===== config.mk =====
export PLATFORM = sky130hd
export DESIGN_NAME = vip_frame_ctrl
export DESIGN_NICKNAME = d
export VERILOG_FILES = /design/src/rtl/vip_frame_ctrl.sv
export SDC_FILE = /design/constraint.sdc
export NUM_CORES = 1
export LEC_CHECK = 0
export BUFFER_PORTS_ARGS = -buffer_cell sky130_fd_sc_hd__buf_4
export CAP_MARGIN = 20
export CORE_ASPECT_RATIO = 0.7
export CORE_MARGIN = 10
export CORE_UTILIZATION = 56
export DETAILED_ROUTE_END_ITERATION = 16
export PLACE_DENSITY = 0.79
export REMOVE_ABC_BUFFERS = 1
export SYNTH_ARGS = -nofsm -noshare
export SYNTH_HDL_FRONTEND = slang
export SYNTH_SLANG_ARGS = --single-unit
export TNS_END_PERCENT = 20

===== constraint.sdc =====
create_clock -name clk -period 2.7 [get_ports clk]
set_clock_uncertainty 0.2 [all_clocks]
set_input_delay 0.405 -clock clk [delete_from_list [all_inputs] [get_ports clk]]
set_output_delay 0.405 -clock clk [all_outputs]
set_load 0.02 [all_outputs]

===== src/rtl/vip_frame_ctrl.sv =====
// Frame-sequencing controller for the VIP chain: admits whole frames only,
// latches the binarization threshold per frame and checks frame geometry.
module vip_frame_ctrl #(
  parameter logic [10:0] IMG_HDISP = 11'd640,
  parameter logic [10:0] IMG_VDISP = 11'd480,
  parameter logic [7:0]  THR_RST   = 8'd150
) (
  input  logic        clk,
  input  logic        rst_n,
  input  logic        per_frame_vsync,
  input  logic        per_frame_href,
  input  logic        per_frame_clken,
  input  logic        start,
  input  logic        cont_mode,
  input  logic        abort,
  input  logic        cfg_we,
  input  logic [7:0]  cfg_threshold,
  output logic        post_frame_vsync,
  output logic        post_frame_href,
  output logic        post_frame_clken,
  output logic [7:0]  active_threshold,
  output logic        busy,
  output logic        frame_done,
  output logic        size_err,
  output logic [15:0] frame_cnt
);

  localparam logic [1:0] ST_IDLE = 2'd0;
  localparam logic [1:0] ST_ARM  = 2'd1;
  localparam logic [1:0] ST_RUN  = 2'd2;

  localparam logic [10:0] CNT_MAX = 11'h7FF;

  logic [1:0]  state;
  logic [1:0]  state_nxt;
  logic        vsync_r;
  logic        href_r;
  logic        rise;
  logic        fall;
  logic        line_end;
  logic        pixel;
  logic        accept;
  logic        pass;
  logic        frame_end;
  logic        line_bad;
  logic [7:0]  pend_thr;
  logic [10:0] h_cnt;
  logic [10:0] v_cnt;
  logic [10:0] v_cnt_fin;
  logic        err_acc;

  assign rise      = per_frame_vsync & ~vsync_r;
  assign fall      = ~per_frame_vsync & vsync_r;
  assign line_end  = ~per_frame_href & href_r;
  assign pixel     = per_frame_href & per_frame_clken;
  assign accept    = (state == ST_ARM) & rise & ~abort;
  assign pass      = ((state == ST_RUN) & ~abort) | accept;
  assign frame_end = (state == ST_RUN) & fall & ~abort;

  // A line ending in the same cycle as vsync falls still has to be judged,
  // so the end-of-frame verdict uses the post-line-end view of the counters.
  assign line_bad  = line_end & (h_cnt != IMG_HDISP);
  assign v_cnt_fin = (line_end && (v_cnt != CNT_MAX)) ? v_cnt + 11'd1 : v_cnt;

  always_comb begin
    state_nxt = state;
    if (abort) begin
      state_nxt = ST_IDLE;
    end else begin
      case (state)
        ST_IDLE: if (start) state_nxt = ST_ARM;
        ST_ARM:  if (rise)  state_nxt = ST_RUN;
        ST_RUN:  if (fall)  state_nxt = cont_mode ? ST_ARM : ST_IDLE;
        default: state_nxt = ST_IDLE;
      endcase
    end
  end

  always_ff @(posedge clk or negedge rst_n) begin
    if (!rst_n) begin
      state   <= ST_IDLE;
      busy    <= 1'b0;
      vsync_r <= 1'b0;
      href_r  <= 1'b0;
    end else begin
      state   <= state_nxt;
      busy    <= (state_nxt != ST_IDLE);
      vsync_r <= per_frame_vsync;
      href_r  <= per_frame_href;
    end
  end

  always_ff @(posedge clk or negedge rst_n) begin
    if (!rst_n) begin
      post_frame_vsync <= 1'b0;
      post_frame_href  <= 1'b0;
      post_frame_clken <= 1'b0;
    end else begin
      post_frame_vsync <= per_frame_vsync & pass;
      post_frame_href  <= per_frame_href  & pass;
      post_frame_clken <= per_frame_clken & pass;
    end
  end

  // A write landing on the admitting rise must win over the stale pending value.
  always_ff @(posedge clk or negedge rst_n) begin
    if (!rst_n) begin
      pend_thr         <= THR_RST;
      active_threshold <= THR_RST;
    end else begin
      if (cfg_we) pend_thr <= cfg_threshold;
      if (accept) active_threshold <= cfg_we ? cfg_threshold : pend_thr;
    end
  end

  always_ff @(posedge clk or negedge rst_n) begin
    if (!rst_n) begin
      h_cnt   <= 11'd0;
      v_cnt   <= 11'd0;
      err_acc <= 1'b0;
    end else if (accept) begin
      h_cnt   <= {10'd0, pixel};
      v_cnt   <= 11'd0;
      err_acc <= 1'b0;
    end else if (pass) begin
      if (line_end) begin
        h_cnt <= 11'd0;
        v_cnt <= v_cnt_fin;
        if (line_bad) err_acc <= 1'b1;
      end else if (pixel && (h_cnt != CNT_MAX)) begin
        h_cnt <= h_cnt + 11'd1;
      end
    end
  end

  always_ff @(posedge clk or negedge rst_n) begin
    if (!rst_n) begin
      frame_done <= 1'b0;
      size_err   <= 1'b0;
      frame_cnt  <= 16'd0;
    end else begin
      frame_done <= frame_end;
      if (frame_end) begin
        size_err  <= err_acc | line_bad | (v_cnt_fin != IMG_VDISP);
        frame_cnt <= frame_cnt + 16'd1;
      end
    end
  end

endmodule


==> out/metrics.yaml, run 1 <==
worst_setup_path:
  critPathLaunch: "v_cnt[1]"
  crit_family: "compound AO/OA/AOI/OAI gates"
  path_cells: "ha_1, nand3_1, or4_4, a211o_1, a2111oi_2, a41oi_1"
  path_depth: 6
  cp-end-kind: "flop"
  startpoint_type: "flop"
  crit_buf_inv: 0
  reg2regPathDepth: 6
  crit_path_end: "size_err"
  r2r_start: "v_cnt[1]"
  slowest_delay_ps: 510
  cp.required_ps: 2720
  worstPathArrival_ps: 2490
  cpMaxStageDelayCell: "or4_4"
  r2r-end: "size_err"
  path_class: "flop to flop"
  reg2reg_slack_ps: 230
  critPathMaxFanout: 4
global_routing:
  grt_start_max_net_pins: 66
  track_usage_pct: 17.7
  grt_pass1_wl_um: 12500
  antenna_found_initial: 0
  grt_pass1_vias: 2428
  globalRouteOverflowTotal: 0
sta:
  layout_min_cycle_time_ps: 2470
  rsz0062_at_grt: "false"
  fin_crit_sh_pct: 91.5
  hold_viol: 0
  worst_pin_slew_ps: 785
  maxSlewHeadroom_pct: 47.7
  setup_tns_ps: 0
  setup_viol: 0
  max_freq_ghz: 0.405
  maxSlewViolCount: 0
clock_network:
  cts_tree: "built"
  cts_max_path_buffers: 2
  post-cts-setup-buffers: 0
  cts_root_buffer: "clkbuf_8"
  path_clk_slew_ps: 70
  cts_buffers: 9
  htree_levels: 3
  clock_sinks: 65
  worstSkewPairLatency_ps: 350
yosys:
  synth.distinct_cells: 49
  ys.flop_type: "dfrtp_1"
  synth_area_leader_cell: "dfrtp_1"
  synth.area.top_cells: "dfrtp_1, mux2_2, dfstp_2, nand2_1, xnor2_1"
  post-synth-top-count-cell: "dfrtp_1"
  syn_area_per_cell_um2: 10.9
  yosys.area.top_type_share_pct: 45.6
  synthTopCellsByCount: "dfrtp_1, nand2_1, mux2_2"
  synth.cell_area_mm2: 0.00313
  ys_seq_area_share_pct: 52.3
  synth_cells: 288
  yosysWarningCount: 0
  synth_edf_count: 0
  async_flop_share_pct: 100
  ys_seq_elements: 65
power:
  power_leakage_nw: 1.78
  peakVddDrop_uv: 411
  power_density_mw_per_mm2: 633
finish:
  nNetsFinal: 374
  drive_gt1_share_pct: 29.6
  diodes: 0
  area_delta_synth_final_pct: 23.8
  fillCellCount: 388
  fin_cells: 430
drt:
  dr.pass1.iters: 6
  vias_per_cell: 5.91
  drc: 0
  wl_per_cell_um: 17.3
  wirelength_um: 7450
  drt_iter0_markers: 256
  vias: 2542
  ant_nets: 0
floorplanning:
  die_h_um: 82.5
  io_pins: 47
  die_w_um: 109
  core_mm2: 0.00531
  die-area_mm2: 0.00902
  rows: 22
  initial_core_util_pct: 58.9
place:
  portBuffers: 46
  gp_congestion: 0.930
  place_inst: 411
  dp_hpwl_um: 5200
flow_run:
  cap_violations: 0
status:
  status: "complete, no violations"
hold_path:
  holdCritPathClass: "input pin to flop"
-- flip-flops by register name (all words and copies together) (netlist names), 2 cells and up --
name / count
active_threshold: 8
frame_cnt: 16
h_cnt: 11
pend_thr: 8
state: 2
v_cnt: 11
-- power by group --
part	leakage, nW	switching [mW]	internal, mW
sequential	0.846	0.0721	1.09
clock	0.111	0.390	0.524
combinational	0.819	0.203	0.178
-- repair_timing --
item | CTS | global route
gates resized for setup | 0 | 0
hold buffers | 3 | 0
hold endpoints to repair | 59 | 0
-- cell type report --
type	count	area (um2)	share of cell area (%)
Multi-Input combinational cell	208	1430	36.8
Tap cell	72	90.1	2.33
Inverter	7	26.3	0.679
Sequential cell	65	1640	42.3
Clock inverter	6	91.3	2.36
Clock buffer	10	128	3.30
Timing Repair Buffer	62	473	12.2
-- layer usage --
layer  wire length (um)  up-vias  global-route usage [%]
met3                748       15                    7.12
met5                  0        -                       0
met4                 78        0                    4.79
met1               3400     1216                    24.2
li1                   -     1196                       -
met2               3220      115                    25.7
-- layout by cell type, fill, tap and decap left out, types with 7 or more instances in the layout --
cell / Yosys / final
nand3_1: 15 / 15
buf_4: 0 / 59
nor2_1: 17 / 17
xnor2_1: 10 / 10
dfstp_2: 8 / 8
clkbuf_8: 0 / 9
nand4_1: 9 / 9
xor2_1: 9 / 9
nand2_1: 24 / 24
inv_1: 7 / 7
dfrtp_1: 57 / 57
o21ai_1: 11 / 11
a21oi_1: 10 / 10
mux2_2: 19 / 19
-- how the worst min path moves through the flow --
| stage | startpoint | end | slack, ps | cells after the start |
|---|---|---|---|---|
| 2_1_floorplan | rst_n | active_threshold[0] | -90 | 0 |
| 6_report | per_frame_clken | post_frame_clken | 80 | 2 |
| 3_3_place_gp | frame_cnt[15] | frame_cnt[15] | 260 | 1 |
| 4_1_cts | per_frame_clken | post_frame_clken | 70 | 2 |
| 3_5_place_dp | frame_cnt[15] | frame_cnt[15] | 260 | 1 |
| 5_1_grt | per_frame_clken | post_frame_clken | 80 | 2 |
-- cell families after synthesis --
| kind of cell | synth area share [%] |
|---|---|
| simple gates | 19.8 |
| xor+xnor | 5.32 |
| mux | 7.16 |
| buf+inv | 2.04 |
| compound gates | 11.8 |
| flops | 52.3 |
| fa+ha+maj | 1.60 |
-- per-stage QoR --
stage               util (%)  hold WS [ps]  power (mW)  instance area [um2]  setup slack [ps]
finish                  72.9          81.2        2.45                 3870               229
global route            72.9          75.8        2.57                 3870              86.2
CTS                     72.9          72.5        2.47                 3870               236
detailed placement      68.2           259        1.55                 3620               255
global placement        68.2           259        1.53                 3620               350
floorplan                  -         -90.6        1.37                 3090               316
No activity file was read; power rests on OpenSTA's default activity.
==> inputs of run 2 (changes only) <==
--- a/config.mk
+++ b/config.mk
@@ -5,11 +5,12 @@
 export SDC_FILE = /design/constraint.sdc
 export NUM_CORES = 1
 export LEC_CHECK = 0
+export ABC_AREA = 1
 export BUFFER_PORTS_ARGS = -buffer_cell sky130_fd_sc_hd__buf_4
 export CAP_MARGIN = 20
 export CORE_ASPECT_RATIO = 0.7
 export CORE_MARGIN = 10
-export CORE_UTILIZATION = 56
+export CORE_UTILIZATION = 57
 export DETAILED_ROUTE_END_ITERATION = 16
 export PLACE_DENSITY = 0.79
 export REMOVE_ABC_BUFFERS = 1
==> run 2 against run 1 <==
Net effect:
- combinational power rose by 89%
- non-clock buffer count fell by 8
- final cell count rose by 24%
- critical path depth rose by 5
- critical path type is now input pin to flop
- largest cell class unchanged
==> out/metrics.yaml, run 2 <==
finish:
  largest-register: "frame_cnt"
  largest_register_ffs: 16  # unchanged
  layout_commonest_cell: "nand2_1"
  top_regs: "frame_cnt: 16 flops, h_cnt: 11 flops, v_cnt: 11 flops"
  layout_common_cells: "nand2_1, dfrtp_1, buf_4"
  fillCellCount: 433  # +12%
  area_delta_synth_final_pct: 20.7
  nNetsFinal: 474  # +27%
  drive_gt1_share_pct: 22.5  # -7.1 points
  diodes: 0  # unchanged
worst_setup_path:
  crit_family: "buffers and inverters"
  critPathMaxFanout: 7  # +3
  cpMaxStageDelayCell: "dlygate4sd3_1"
  slowest_delay_ps: 530  # +20 ps
  cp-end-kind: "flop"
  path_cells: "dlygate4sd3_1, buf_4, inv_1, nand2_1, inv_1, nor2_1, nor2_1, nand2_1, inv_1, nand3_1, o21ai_0"
  crit_top_cell: "inv_1"
  crit_buf_inv: 5  # +5
  worstPathArrival_ps: 2500  # about the same
  cp.required_ps: 2770  # +50 ps
  startpoint_type: "input pin"
  path_class: "input pin to flop"
drt:
  dr.pass1.iters: 5  # -1
  ant_nets: 0  # unchanged
  vias: 2936  # +15%
  drc: 0  # unchanged
  drt_iter0_markers: 285  # +11%
  wirelength_um: 7970  # +6.9%
  vias_per_cell: 5.51  # -6.8%
  wl_per_cell_um: 14.9  # -14%
power:
  power_density_mw_per_mm2: 736  # +16%
  power_leakage_nw: 2.02  # +14%
  seq_power_share_pct: 46.7  # -0.5 points
  peakVddDrop_uv: 469  # +14%
  combPwrFrac_pct: 24.5  # +9.0 points
  pwr-share-clk_pct: 28.8  # -8.5 points
  internal-power_mw: 1.88  # +5.3%
  p_sw_share_pct: 35.7  # +8.6 points
  power_switching_mw: 1.05  # +57%
sta:
  setup_viol: 0  # unchanged
  maxSlewHeadroom_pct: 46.6  # -1.1 points
  maxSlewViolCount: 0  # unchanged
  whs_ps: 75.7  # -5.49 ps
  fin_crit_sh_pct: 90.1  # -1.4 points
  setup_tns_ps: 0  # unchanged
  max_freq_ghz: 0.411  # +1.6%
  layout_min_cycle_time_ps: 2430  # -38.3 ps
  hold_viol: 0  # unchanged
  rsz0062_at_grt: "false"
  worst_pin_slew_ps: 800  # +15.8 ps
hold_path:
  holdCritPathClass: "input pin to flop"
yosys:
  synth_area_leader_cell: "dfrtp_1"
  ys_seq_elements: 65  # unchanged
  synth.distinct_cells: 32  # -35%
  async_flop_share_pct: 100  # unchanged
  ys_seq_area_share_pct: 49.7  # -2.7 points
  syn_area_per_cell_um2: 8.36  # -23%
  synth_cells: 394  # +37%
  synth.area.top_cells: "dfrtp_1, nand2_1, dfstp_2, nor2_1, inv_1"
  yosys.area.top_type_share_pct: 43.3  # -2.3 points
  post-synth-top-count-cell: "nand2_1"
  synthTopCellsByCount: "nand2_1, dfrtp_1, nor2_1"
  synth_edf_count: 0  # unchanged
  yosysWarningCount: 0  # unchanged
  ys.flop_type: "dfrtp_1"
  synth.cell_area_mm2: 0.00329  # +5.4%
global_routing:
  grt_start_max_net_pins: 66  # unchanged
  globalRouteOverflowTotal: 0  # unchanged
  track_usage_pct: 17.5  # -0.21 points
  grt_pass1_wl_um: 13600  # +8.7%
  grt_pass1_vias: 2740  # +13%
  antenna_found_initial: 0  # unchanged
clock_network:
  htree_levels: 3  # unchanged
  cts_max_path_buffers: 2  # unchanged
  worstSkewPairLatency_ps: 350  # about the same
  cts_root_buffer: "clkbuf_8"
  clock_sinks: 65  # unchanged
  cts_buffers: 9  # unchanged
  post-cts-setup-buffers: 0  # unchanged
  path_clk_slew_ps: 80  # about the same
  cts_tree: "built"
floorplanning:
  initial_core_util_pct: 58.1  # -0.74 points
  die_w_um: 111  # +1.4%
  die-area_mm2: 0.00927  # +2.8%
  core_mm2: 0.00567  # +6.7%
  rows: 23  # +4.5%
  die_h_um: 83.6  # +1.3%
  io_pins: 47  # unchanged
place:
  gp_congestion: 0.983  # +5.7%
  portBuffers: 46  # unchanged
  dp_hpwl_um: 5770  # +11%
flow_run:
  cap_violations: 0  # unchanged
status:
  status: "complete, no violations"
[run 2: layout make-up]
type / instances / area, um2 / area share, %
multi-input cells: 279 / 1470 / 36.9
clock buffers: 9 / 124 / 3.11
well taps: 75 / 93.8 / 2.36
clock inverters: 7 / 77.6 / 1.95
inverters: 44 / 165 / 4.15
flip-flops and latches: 65 / 1640 / 41.1
repair buffers: 54 / 413 / 10.4
[run 2: path summary, 6_finish.rpt]
kind	to	slack, ps	start	depth (start not counted)
setup / recovery	v_cnt[7]	270	per_frame_href	11
hold / removal	state[0]	80	abort	2
setup reg to reg	size_err	450	v_cnt[0]	12
hold reg to reg	active_threshold[4]	270	active_threshold[4]	2
max in group asynchronous	frame_cnt[13]	1290	rst_n	2
min in group asynchronous	pend_thr[5]	490	rst_n	2
[run 2: through the flow]
stage / total power [mW] / util, % / instances / instance area, um2 / worst slack [ps]
2_1_floorplan: 1.80 / - / 388 / 3260 / 353
3_3_place_gp: 2.05 / 66.0 / 514 / 3740 / 502
3_5_place_dp: 2.07 / 66.0 / 514 / 3740 / 428
4_1_cts: 2.92 / 70.1 / 533 / 3970 / 235
5_1_grt: 3.11 / 70.2 / 533 / 3980 / 85.7
6_report: 2.93 / 70.2 / 533 / 3980 / 268
[run 2: metal layers]
metal / vias up / global-route usage (%) / wire length (um)
met5: - / 0 / 0
met4: 0 / 6.60 / 142
met3: 23 / 5.60 / 760
met1: 1371 / 24.3 / 3590
li1: 1384 / - / -
met2: 158 / 24.6 / 3480
[run 2: cell families after synthesis]
| kind of cell | share of synthesized area [%] |
|---|---|
| mux | 2.73 |
| simple gates | 29.8 |
| xor+xnor | 5.01 |
| fa+ha+maj | 1.52 |
| compound gates | 5.28 |
| flops | 49.7 |
| buf+inv | 5.96 |
[run 2: repair_timing]
action | in CTS | in global routing
gates resized for setup | 0 | 1
hold buffers | 3 | 0
hold endpoints to repair | 59 | 0
setup endpoints to repair | 0 | 1
[run 2: power groups by stage]
stage	clock network (mW)	logic, mW	registers, mW
2_1_floorplan	0	0.422	1.38
3_3_place_gp	0	0.683	1.37
3_5_place_dp	0	0.701	1.37
4_1_cts	0.856	0.711	1.36
5_1_grt	0.912	0.806	1.39
6_report	0.842	0.717	1.37
